[config.mk]
export PLATFORM = sky130hd
export DESIGN_NAME = chan_readout_arb
export DESIGN_NICKNAME = d
export VERILOG_FILES = /design/src/rtl/readout_pkg.sv /design/src/rtl/rr_ptr.sv /design/src/rtl/chan_readout_arb.sv
export SDC_FILE = /design/constraint.sdc
export NUM_CORES = 1
export LEC_CHECK = 0
export CAP_MARGIN = 25
export CORE_AREA = 2 2 133 135
export CTS_CLUSTER_DIAMETER = 80
export DETAILED_ROUTE_END_ITERATION = 8
export DIE_AREA = 0 0 135 137
export DONT_BUFFER_PORTS = 1
export PLACE_DENSITY = 0.54
export SKIP_CTS_REPAIR_TIMING = 1
export SLEW_MARGIN = 30
export SYNTH_ARGS = -nofsm -noshare
export SYNTH_HDL_FRONTEND = slang
export SYNTH_SLANG_ARGS = --single-unit
[constraint.sdc]
create_clock -name clk -period 3.4 [get_ports clk]
set_input_delay 0.68 -clock clk [delete_from_list [all_inputs] [get_ports clk]]
set_output_delay 0.68 -clock clk [all_outputs]
set_load 0.05 [all_outputs]
[src/rtl/readout_pkg.sv]
// Shared definitions for the channel readout arbiter: control-word layout,
// block-size limits and the FSM state type.
package readout_pkg;

  localparam int CW_FLAG   = 15;
  localparam int CW_CH_HI  = 14;
  localparam int CW_CH_LO  = 9;
  localparam int CW_LEN_HI = 8;
  localparam int CW_LEN_LO = 0;

  localparam int MAXBLK  = 512;
  localparam int LEN_W   = 9;
  localparam int DEF_TMO = 255;

  typedef enum logic {
    ST_SCAN,
    ST_BODY
  } arb_state_e;

  function automatic logic [LEN_W-1:0] cw_len(input logic [15:0] w);
    return w[CW_LEN_HI:CW_LEN_LO];
  endfunction

endpackage

[src/rtl/rr_ptr.sv]
// Round-robin channel pointer: steps on skip or advance unless held,
// wrapping from NCH-1 back to 0 (NCH need not be a power of two).
module rr_ptr #(
  parameter int NCH = 16,
  parameter int PW  = 4
) (
  input  logic          clk,
  input  logic          rst,
  input  logic          skip_i,
  input  logic          adv_i,
  input  logic          hold_i,
  output logic [PW-1:0] ptr_o
);

  localparam logic [PW-1:0] LAST = PW'(NCH - 1);

  logic [PW-1:0] ptr_q;
  logic          step;

  assign step  = (skip_i | adv_i) & ~hold_i;
  assign ptr_o = ptr_q;

  // NOTE: state registers use non-blocking assignments so every flop samples
  // pre-edge values, independent of process evaluation order.
  always_ff @(posedge clk or posedge rst) begin
    if (rst) begin
      ptr_q <= '0;
    end else if (step) begin
      ptr_q <= (ptr_q == LAST) ? '0 : ptr_q + 1'b1;
    end
  end

endmodule

[src/rtl/chan_readout_arb.sv]
// Round-robin readout arbiter: grants one channel at a time and forwards
// whole CW-headed blocks, unchanged, to a single registered output stream.
module chan_readout_arb
  import readout_pkg::*;
#(
  parameter int NCH = 16,
  parameter int TMO = DEF_TMO
) (
  input  logic                clk,
  input  logic                rst,
  output logic [NCH-1:0]      give,
  input  logic [NCH-1:0]      have,
  input  logic [16*NCH-1:0]   din,
  input  logic [NCH-1:0]      cmask,
  input  logic                stop,
  output logic [15:0]         dout,
  output logic                dvld,
  output logic                dsof,
  output logic                deof,
  output logic                err,
  output logic [15:0]         errcnt
);

  localparam int            PW      = (NCH > 1) ? $clog2(NCH) : 1;
  localparam logic [7:0]    TMO_LIM = 8'(TMO);

  arb_state_e       state_q, state_d;
  logic [LEN_W-1:0] cnt_q, cnt_d;
  logic [7:0]       tmo_q, tmo_d;
  logic [15:0]      dout_q, dout_d;
  logic             dvld_q, dvld_d;
  logic             dsof_q, dsof_d;
  logic             deof_q, deof_d;
  logic             err_q, err_d;
  logic [15:0]      errcnt_q;

  logic [PW-1:0]    ptr;
  logic             adv, skip, hold;
  logic [NCH-1:0]   give_raw;
  logic [15:0]      word;
  logic             have_sel;

  assign word     = din[16*ptr +: 16];
  assign have_sel = have[ptr];
  assign hold     = (state_q == ST_SCAN) && stop;

  rr_ptr #(.NCH(NCH), .PW(PW)) u_ptr (
    .clk    (clk),
    .rst    (rst),
    .skip_i (skip),
    .adv_i  (adv),
    .hold_i (hold),
    .ptr_o  (ptr)
  );

  // NOTE: every signal written here gets a default first so no path can
  // leave it unassigned and infer a latch.
  always_comb begin
    state_d  = state_q;
    cnt_d    = cnt_q;
    tmo_d    = tmo_q;
    dout_d   = dout_q;
    dvld_d   = 1'b0;
    dsof_d   = 1'b0;
    deof_d   = 1'b0;
    err_d    = 1'b0;
    adv      = 1'b0;
    skip     = 1'b0;
    give_raw = '0;

    unique case (state_q)
      ST_SCAN: begin
        if (stop) begin
          // Downstream lacks room for a full block: park on this channel.
        end else if (cmask[ptr]) begin
          skip = 1'b1;
        end else begin
          give_raw[ptr] = 1'b1;
          if (!have_sel) begin
            adv = 1'b1;
          end else if (word[CW_FLAG]) begin
            dout_d = word;
            dvld_d = 1'b1;
            dsof_d = 1'b1;
            if (cw_len(word) == '0) begin
              deof_d = 1'b1;
              adv    = 1'b1;
            end else begin
              cnt_d   = cw_len(word);
              tmo_d   = '0;
              state_d = ST_BODY;
            end
          end else begin
            // Not a CW: drop the word and move on to resynchronise.
            err_d = 1'b1;
            adv   = 1'b1;
          end
        end
      end

      ST_BODY: begin
        if (tmo_q == TMO_LIM) begin
          err_d   = 1'b1;
          adv     = 1'b1;
          state_d = ST_SCAN;
        end else begin
          give_raw[ptr] = 1'b1;
          if (have_sel) begin
            dout_d = word;
            dvld_d = 1'b1;
            cnt_d  = cnt_q - 1'b1;
            tmo_d  = '0;
            if (cnt_q == LEN_W'(1)) begin
              deof_d  = 1'b1;
              adv     = 1'b1;
              state_d = ST_SCAN;
            end
          end else begin
            tmo_d = tmo_q + 1'b1;
          end
        end
      end

      default: state_d = ST_SCAN;
    endcase
  end

  always_ff @(posedge clk or posedge rst) begin
    if (rst) begin
      state_q  <= ST_SCAN;
      cnt_q    <= '0;
      tmo_q    <= '0;
      dout_q   <= '0;
      dvld_q   <= 1'b0;
      dsof_q   <= 1'b0;
      deof_q   <= 1'b0;
      err_q    <= 1'b0;
      errcnt_q <= '0;
    end else begin
      state_q <= state_d;
      cnt_q   <= cnt_d;
      tmo_q   <= tmo_d;
      dout_q  <= dout_d;
      dvld_q  <= dvld_d;
      dsof_q  <= dsof_d;
      deof_q  <= deof_d;
      err_q   <= err_d;
      if (err_d && (errcnt_q != 16'hFFFF)) begin
        errcnt_q <= errcnt_q + 1'b1;
      end
    end
  end

  // The grant is combinational, so it is gated by reset to drop at once.
  assign give   = rst ? '0 : give_raw;
  assign dout   = dout_q;
  assign dvld   = dvld_q;
  assign dsof   = dsof_q;
  assign deof   = deof_q;
  assign err    = err_q;
  assign errcnt = errcnt_q;

endmodule

Word-level counts from Yosys, hierarchy flattened. Index checks and enable logic that the tools add are counted.

Order comparisons: 2. Shifts and indexed selects: 1. Reduce and logical (&&, ||, !) cells: 7. Bitwise operators: 4. $add $sub $neg: 4. Eq/ne operators: 11. Mux-type cells: 76.

Operators with widths (number): $shiftx A256 B9 Y16 (1); $mux W16 (10); $pmux W16 S2 (2); $mux W9 (7); $mux W8 (7); $mux W1 (39); $pmux W9 S2 (1); $add A16 B1 Y16 const B (1); $ne A16 B16 Y1 const B (1); $pmux W8 S2 (1); $ne A2 B2 Y1 const B (6); $reduce_and A6 Y1 (2); $pmux W1 S2 (5); $eq A9 B1 Y1 const B (1); $logic_not A9 Y1 (1); $sub A9 B1 Y9 const B (1); $add A8 B1 Y8 const B (1); $bmux W1 S4 (2); $eq A8 B8 Y1 const B (1); $reduce_and A7 Y1 (1); $lt A4 B5 Y1 const B (1); $add A4 B1 Y4 const B (1); $demux W1 S4 (1); $eq A4 B4 Y1 const B (1); 7 further kinds (10).

Input port bits: 291. Bits in registers: 58.

Logic depth before layout (Yosys ltp). Gate-level depths: netlist of run 1.

Word-level depth: 10. Mapped depth: 11. Depth with buffers taken out: 9.

Cells and area by module. Synthesis of run 1 repeated with hierarchy kept, for this count alone.

Cell total of the unflattened synthesis: 457. Area total of the unflattened synthesis: 5425.2 um^2.

By module, submodules not included: chan_readout_arb (times used 1, cells an instance 439, area an instance 5216.3 um^2); rr_ptr (times used 1, cells an instance 18, area an instance 209.0 um^2).

Worst setup path after synthesis of run 1. No wires, ideal clock.

Path kind: in2out. From: input cmask[11]. To: output give[0]. Stages on the path: 5. Data arrival time: 3.062 ns. Buffers on the path: 0. Path slack: -0.342 ns. Path through: mux4_1 > mux4_2 > a21oi_1 > or3b_2 > nor2_1.

Word-level cells in the longest chain between the ends: 6.

RTL lines: start: declaration (line chan_readout_arb.sv:14) `input logic [NCH-1:0] cmask,`; $bmux W1 S4 (line chan_readout_arb.sv:75) `end else if (cmask[ptr]) begin`; $mux W1 (implied by the code) (line chan_readout_arb.sv:75); $mux W16 (line chan_readout_arb.sv:75); $mux W16 (line chan_readout_arb.sv:73) `if (stop) begin`; $pmux W16 S2 (line chan_readout_arb.sv:71) `unique case (state_q)`; $mux W16 (line chan_readout_arb.sv:155) `assign give = rst ? '0 : give_raw;`; end: declaration (line chan_readout_arb.sv:11) `output logic [NCH-1:0] give,`.

Every way passes these cells. The select of a mux whose other input is x is not followed.

Worst setup path in the final report of run 1.
From: register u_ptr.ptr_q[1], in the netlist u_ptr.ptr_o[1]. To: output give[2].

Word-level cells in the longest chain between the ends: 8.

RTL lines: start: declaration (line rr_ptr.sv:17) `logic [PW-1:0] ptr_q;`; start signal: assignment (line rr_ptr.sv:29) `ptr_q <= (ptr_q == LAST) ? '0 : ptr_q + 1'b1;`; $lt A4 B5 Y1 (implied by the code) or $ge A4 B1 Y1 (tied branches) (line chan_readout_arb.sv:78, chan_readout_arb.sv:107); $logic_and A1 B1 Y1 (implied by the code) (line chan_readout_arb.sv:78, chan_readout_arb.sv:107); $mux W1 (implied by the code) (line chan_readout_arb.sv:78, chan_readout_arb.sv:107); $demux W1 S4 (line chan_readout_arb.sv:78, chan_readout_arb.sv:107); $mux W16 (line chan_readout_arb.sv:75); $mux W16 (line chan_readout_arb.sv:73); $pmux W16 S2 (*) (line chan_readout_arb.sv:71); $mux W16 (*) (line chan_readout_arb.sv:155).

Mark *: on every way between the ends. The rest lies on a longest branch, timed or not. The select of a mux whose other input is x is not followed.

==> flow_summary_export.csv, run 1 <==
group,metric,value,unit
sta,hold_viol,0,
place,io_buffers,0,
cts,cts-buffers-inserted,9,
pwr,clockPowerShare,13.8,%
synthesis,synth_edf_count,0,
run,max_cap_violations,0,
sta,layout_setup_ws,-0.0286,ns
pwr,p_switching,3.18,mW
sta,skew,0.0103,ns
final_layout,final_area,0.00618,sq mm
sta,maxSlewHeadroom,41.2,%
synthesis,syn_inst,455,
global_route,antenna_found_initial,8,
cts,cts_num_sinks,58,
sta,rsz0062_at_grt,"true",
global_route,grt_pass1_wl,27500,um
sta,slew_violations,0,
pwr,p_leak,2.27,nW
route,post_drt_via_cell_ratio,6.03,
pwr,p_per_area,1090,mW/mm^2
final_layout,fillers,1681,
route,drc,0,
worst_setup_path,required,2.72,ns
synthesis,synth-simple-area-share,13.9,%
synthesis,synth_fa_ha_area_share,1.90,%
outcome,status,"complete, but fails checks",
route,num_vias,4308,
pwr,ir_drop,0.521,mV
place,dp.cells,692,
pwr,power_frac_seq,24.9,%
cts,cts_root_buffer,"clkbuf_16",
cts,cts_tree,"done",
synthesis,yosysUniqueCellTypes,58,
sta,setup_viol,4,
die,die-area,0.0185,sq mm
final_layout,fin_util,36.2,%
place,placed_area,0.00579,sq mm
final_layout,layout-drive-gt1-share,36.7,%
worst_setup_path,critPathBufInv,1,
synthesis,ys_seq_elements,58,
synthesis,synthArstFlopShare,100,%
worst_setup_path,startpoint,"u_ptr.ptr_o[1]",
cts,insertion_delay,0.33,ns
global_route,grt_overflow,0,
global_route,track_usage,20.0,%
worst_setup_path,critPathTopFamily,"multiplexers",
synthesis,yosys-mux-area-fraction,38.0,%
worst_setup_path,path_common_cell,"mux4_2",
pwr,intPower,3.57,mW
cts,cts-htree-levels,3,
worst_setup_path,cp-end-kind,"output port",
worst_setup_path,cp_slowest_stage_delay,0.51,ns
sta,post-route-min-period,3.43,ns
synthesis,syn_nets,754,
route,drt_wl_total,18900,um
die,die-width,135,um
sta,timing.fmax,0.292,GHz
outcome,violations,"setup timing",
pwr,pwr-share-comb,61.3,%
place,gp_congestion,0.946,
die,rows,48,
route,detail_route.wl_per_cell,26.5,um
sta,setup_tns,-0.0949,ns
cts,clk_pin_slew,0.06,ns
final_layout,synthToLayoutAreaGrowth,17.4,%
final_layout,layout.cells.non_filler,715,
min_path,hold_path.class,"primary input to async pin",
die,die_h,137,um
worst_setup_path,critPathKind,"register to output port",
route,dr.pass1.iters,4,
route,ant_nets,0,
synthesis,ys_dominant_reg_cell,"dfrtp_1",
sta,fin_crit_sh,101,%
worst_setup_path,path_cells,"mux4_2 > mux4_2 > a21oi_2 > or3b_4 > nor2_4 > buf_12",
synthesis,synth_xor_area_share,3.16,%
die,core,0.0171,sq mm
synthesis,yosys_warnings,0,
synthesis,synth_area_per_cell,11.6,sq um
worst_setup_path,cpMaxStageDelayCell,"mux4_2",
synthesis,synth_top_family_by_area,"multiplexers",
die,io_pins,343,
synthesis,synth-compound-area-share,10.8,%
synthesis,netlist_area,0.00526,sq mm
die,start_util,30.8,%
synthesis,ys_seq_area_share,27.6,%
sta,worst_slew_pin_slew,0.870,ns
global_route,grt_max_degree,55,
worst_setup_path,worstPathArrival,2.75,ns
global_route,grt_pass1_vias,4387,
worst_setup_path,regToRegStartpoint,"u_ptr.ptr_o[1]",
worst_setup_path,cp-start-kind,"register",
final_layout,fin_nets,779,
place,place_hpwl,15900,um
pwr,switching_share,47.1,%
cts,clockBufferDepth,2,
route,drtIter0Drc,384,
worst_setup_path,cp_max_fo,8,
-- sequential cells by signal, summed over array words and instances (netlist names) --
register,cells
tmo_q,8
cnt_q,9
dvld,1
u_ptr.ptr_o,4
state_q,1
deof,1
dout,16
err,1
errcnt,16
dsof,1
-- area by class of cell --
type | instances | area [sq um] | share of cell area [%]
clock buffer | 14 | 274 | 4.43
inverter | 15 | 60.1 | 0.972
tap | 225 | 282 | 4.56
timing repair buffer | 46 | 443 | 7.17
clock inverter | 2 | 35.0 | 0.567
multi-input combinational | 350 | 3610 | 58.5
antenna | 5 | 12.5 | 0.203
sequential | 58 | 1460 | 23.6
-- cell usage in the layout, fill, tap and decap left out, drive strengths merged, types with 5 or more instances in the layout --
cell type / n
nor3: 11
a221oi: 5
o21ai: 14
mux2: 10
dfrtp: 58
inv: 14
xnor2: 5
mux4: 81
and3: 5
a22o: 8
nand3: 20
diode: 5
nand2: 45
nor2: 40
ha: 8
xor2: 14
clkbuf: 14
mux2i: 5
buf: 46
a22oi: 8
a21oi: 15
nand4: 6
-- metrics by stage --
stage	power, mW	worst slack [ns]	hold WS (ns)
finish	6.76	-0.0286	0.145
global route	7.22	-0.134	0.146
CTS	6.72	-0.234	0.137
detailed placement	5.77	-0.000423	0.495
global placement	5.66	0.0361	0.496
floorplan	4.73	-0.126	0.460
-- synthesized netlist by cell type, types with 6 or more instances --
| master | number | area (sq um) |
|---|---|---|
| mux4_2 | 78 | 1760 |
| dfrtp_1 | 58 | 1450 |
| nand2_1 | 45 | 169 |
| nor2_1 | 39 | 146 |
| nand3_1 | 19 | 95.1 |
| inv_1 | 15 | 56.3 |
| a21oi_1 | 14 | 70.1 |
| clkbuf_1 | 14 | 52.6 |
| o21ai_0 | 14 | 70.1 |
| xor2_1 | 14 | 123 |
| mux2_2 | 10 | 113 |
| a22o_1 | 8 | 70.1 |
| a22oi_1 | 8 | 60.1 |
| ha_1 | 8 | 100 |
| buf_2 | 7 | 35.0 |
| buf_6 | 6 | 67.6 |
| nand4_1 | 6 | 37.5 |
| nor3_1 | 6 | 30.0 |
-- cell families after synthesis --
| family | count (synthesis) |
|---|---|
| and+or+nand+nor | 149 |
| muxes | 96 |
| AOI/OAI and AO/OA | 78 |
| DFF | 58 |
| buffers and inverters | 47 |
| xor gates and xnor gates | 19 |
| adders and majority gates | 8 |
-- per-layer routing --
metal	up-vias	track usage, %	routed length, um
met1	2194	25.3	7300
met4	6	5.73	339
met2	228	32.9	9680
met5	-	0	34
li1	1852	-	-
met3	28	6.67	1600
-- final timing paths --
kind | cells after the start | end | slack, ns
setup / recovery | 6 | give[2] | -0.03
hold / removal | 1 | u_ptr.ptr_o[0] | 0.15
setup reg to reg | 8 | u_ptr.ptr_o[1] | 0.14
hold reg to reg | 2 | cnt_q[7] | 0.53
max in group asynchronous | 2 | cnt_q[0] | 2.30
min in group clk | 2 | cnt_q[7] | 0.53
-- power by group through the flow --
stage	Clock, mW	Sequential, mW	Combinational, mW
after detailed placement	0	1.69	4.07
final	0.933	1.68	4.14
after global routing	0.996	1.72	4.50
after floorplan	0	1.57	3.16
after global placement	0	1.68	3.98
after CTS	0.955	1.68	4.09
Power figures use the tool's default switching activity.
==> inputs of run 2 (changes only) <==
--- a/config.mk
+++ b/config.mk
@@ -13,7 +13,8 @@
 export DONT_BUFFER_PORTS = 1
 export PLACE_DENSITY = 0.54
 export SKIP_CTS_REPAIR_TIMING = 1
-export SLEW_MARGIN = 30
+export SLEW_MARGIN = 20
 export SYNTH_ARGS = -nofsm -noshare
 export SYNTH_HDL_FRONTEND = slang
 export SYNTH_SLANG_ARGS = --single-unit
+export TNS_END_PERCENT = 100
==> results of run 2 <==
Final layout, timing and power as in run 1 (identical DEF).
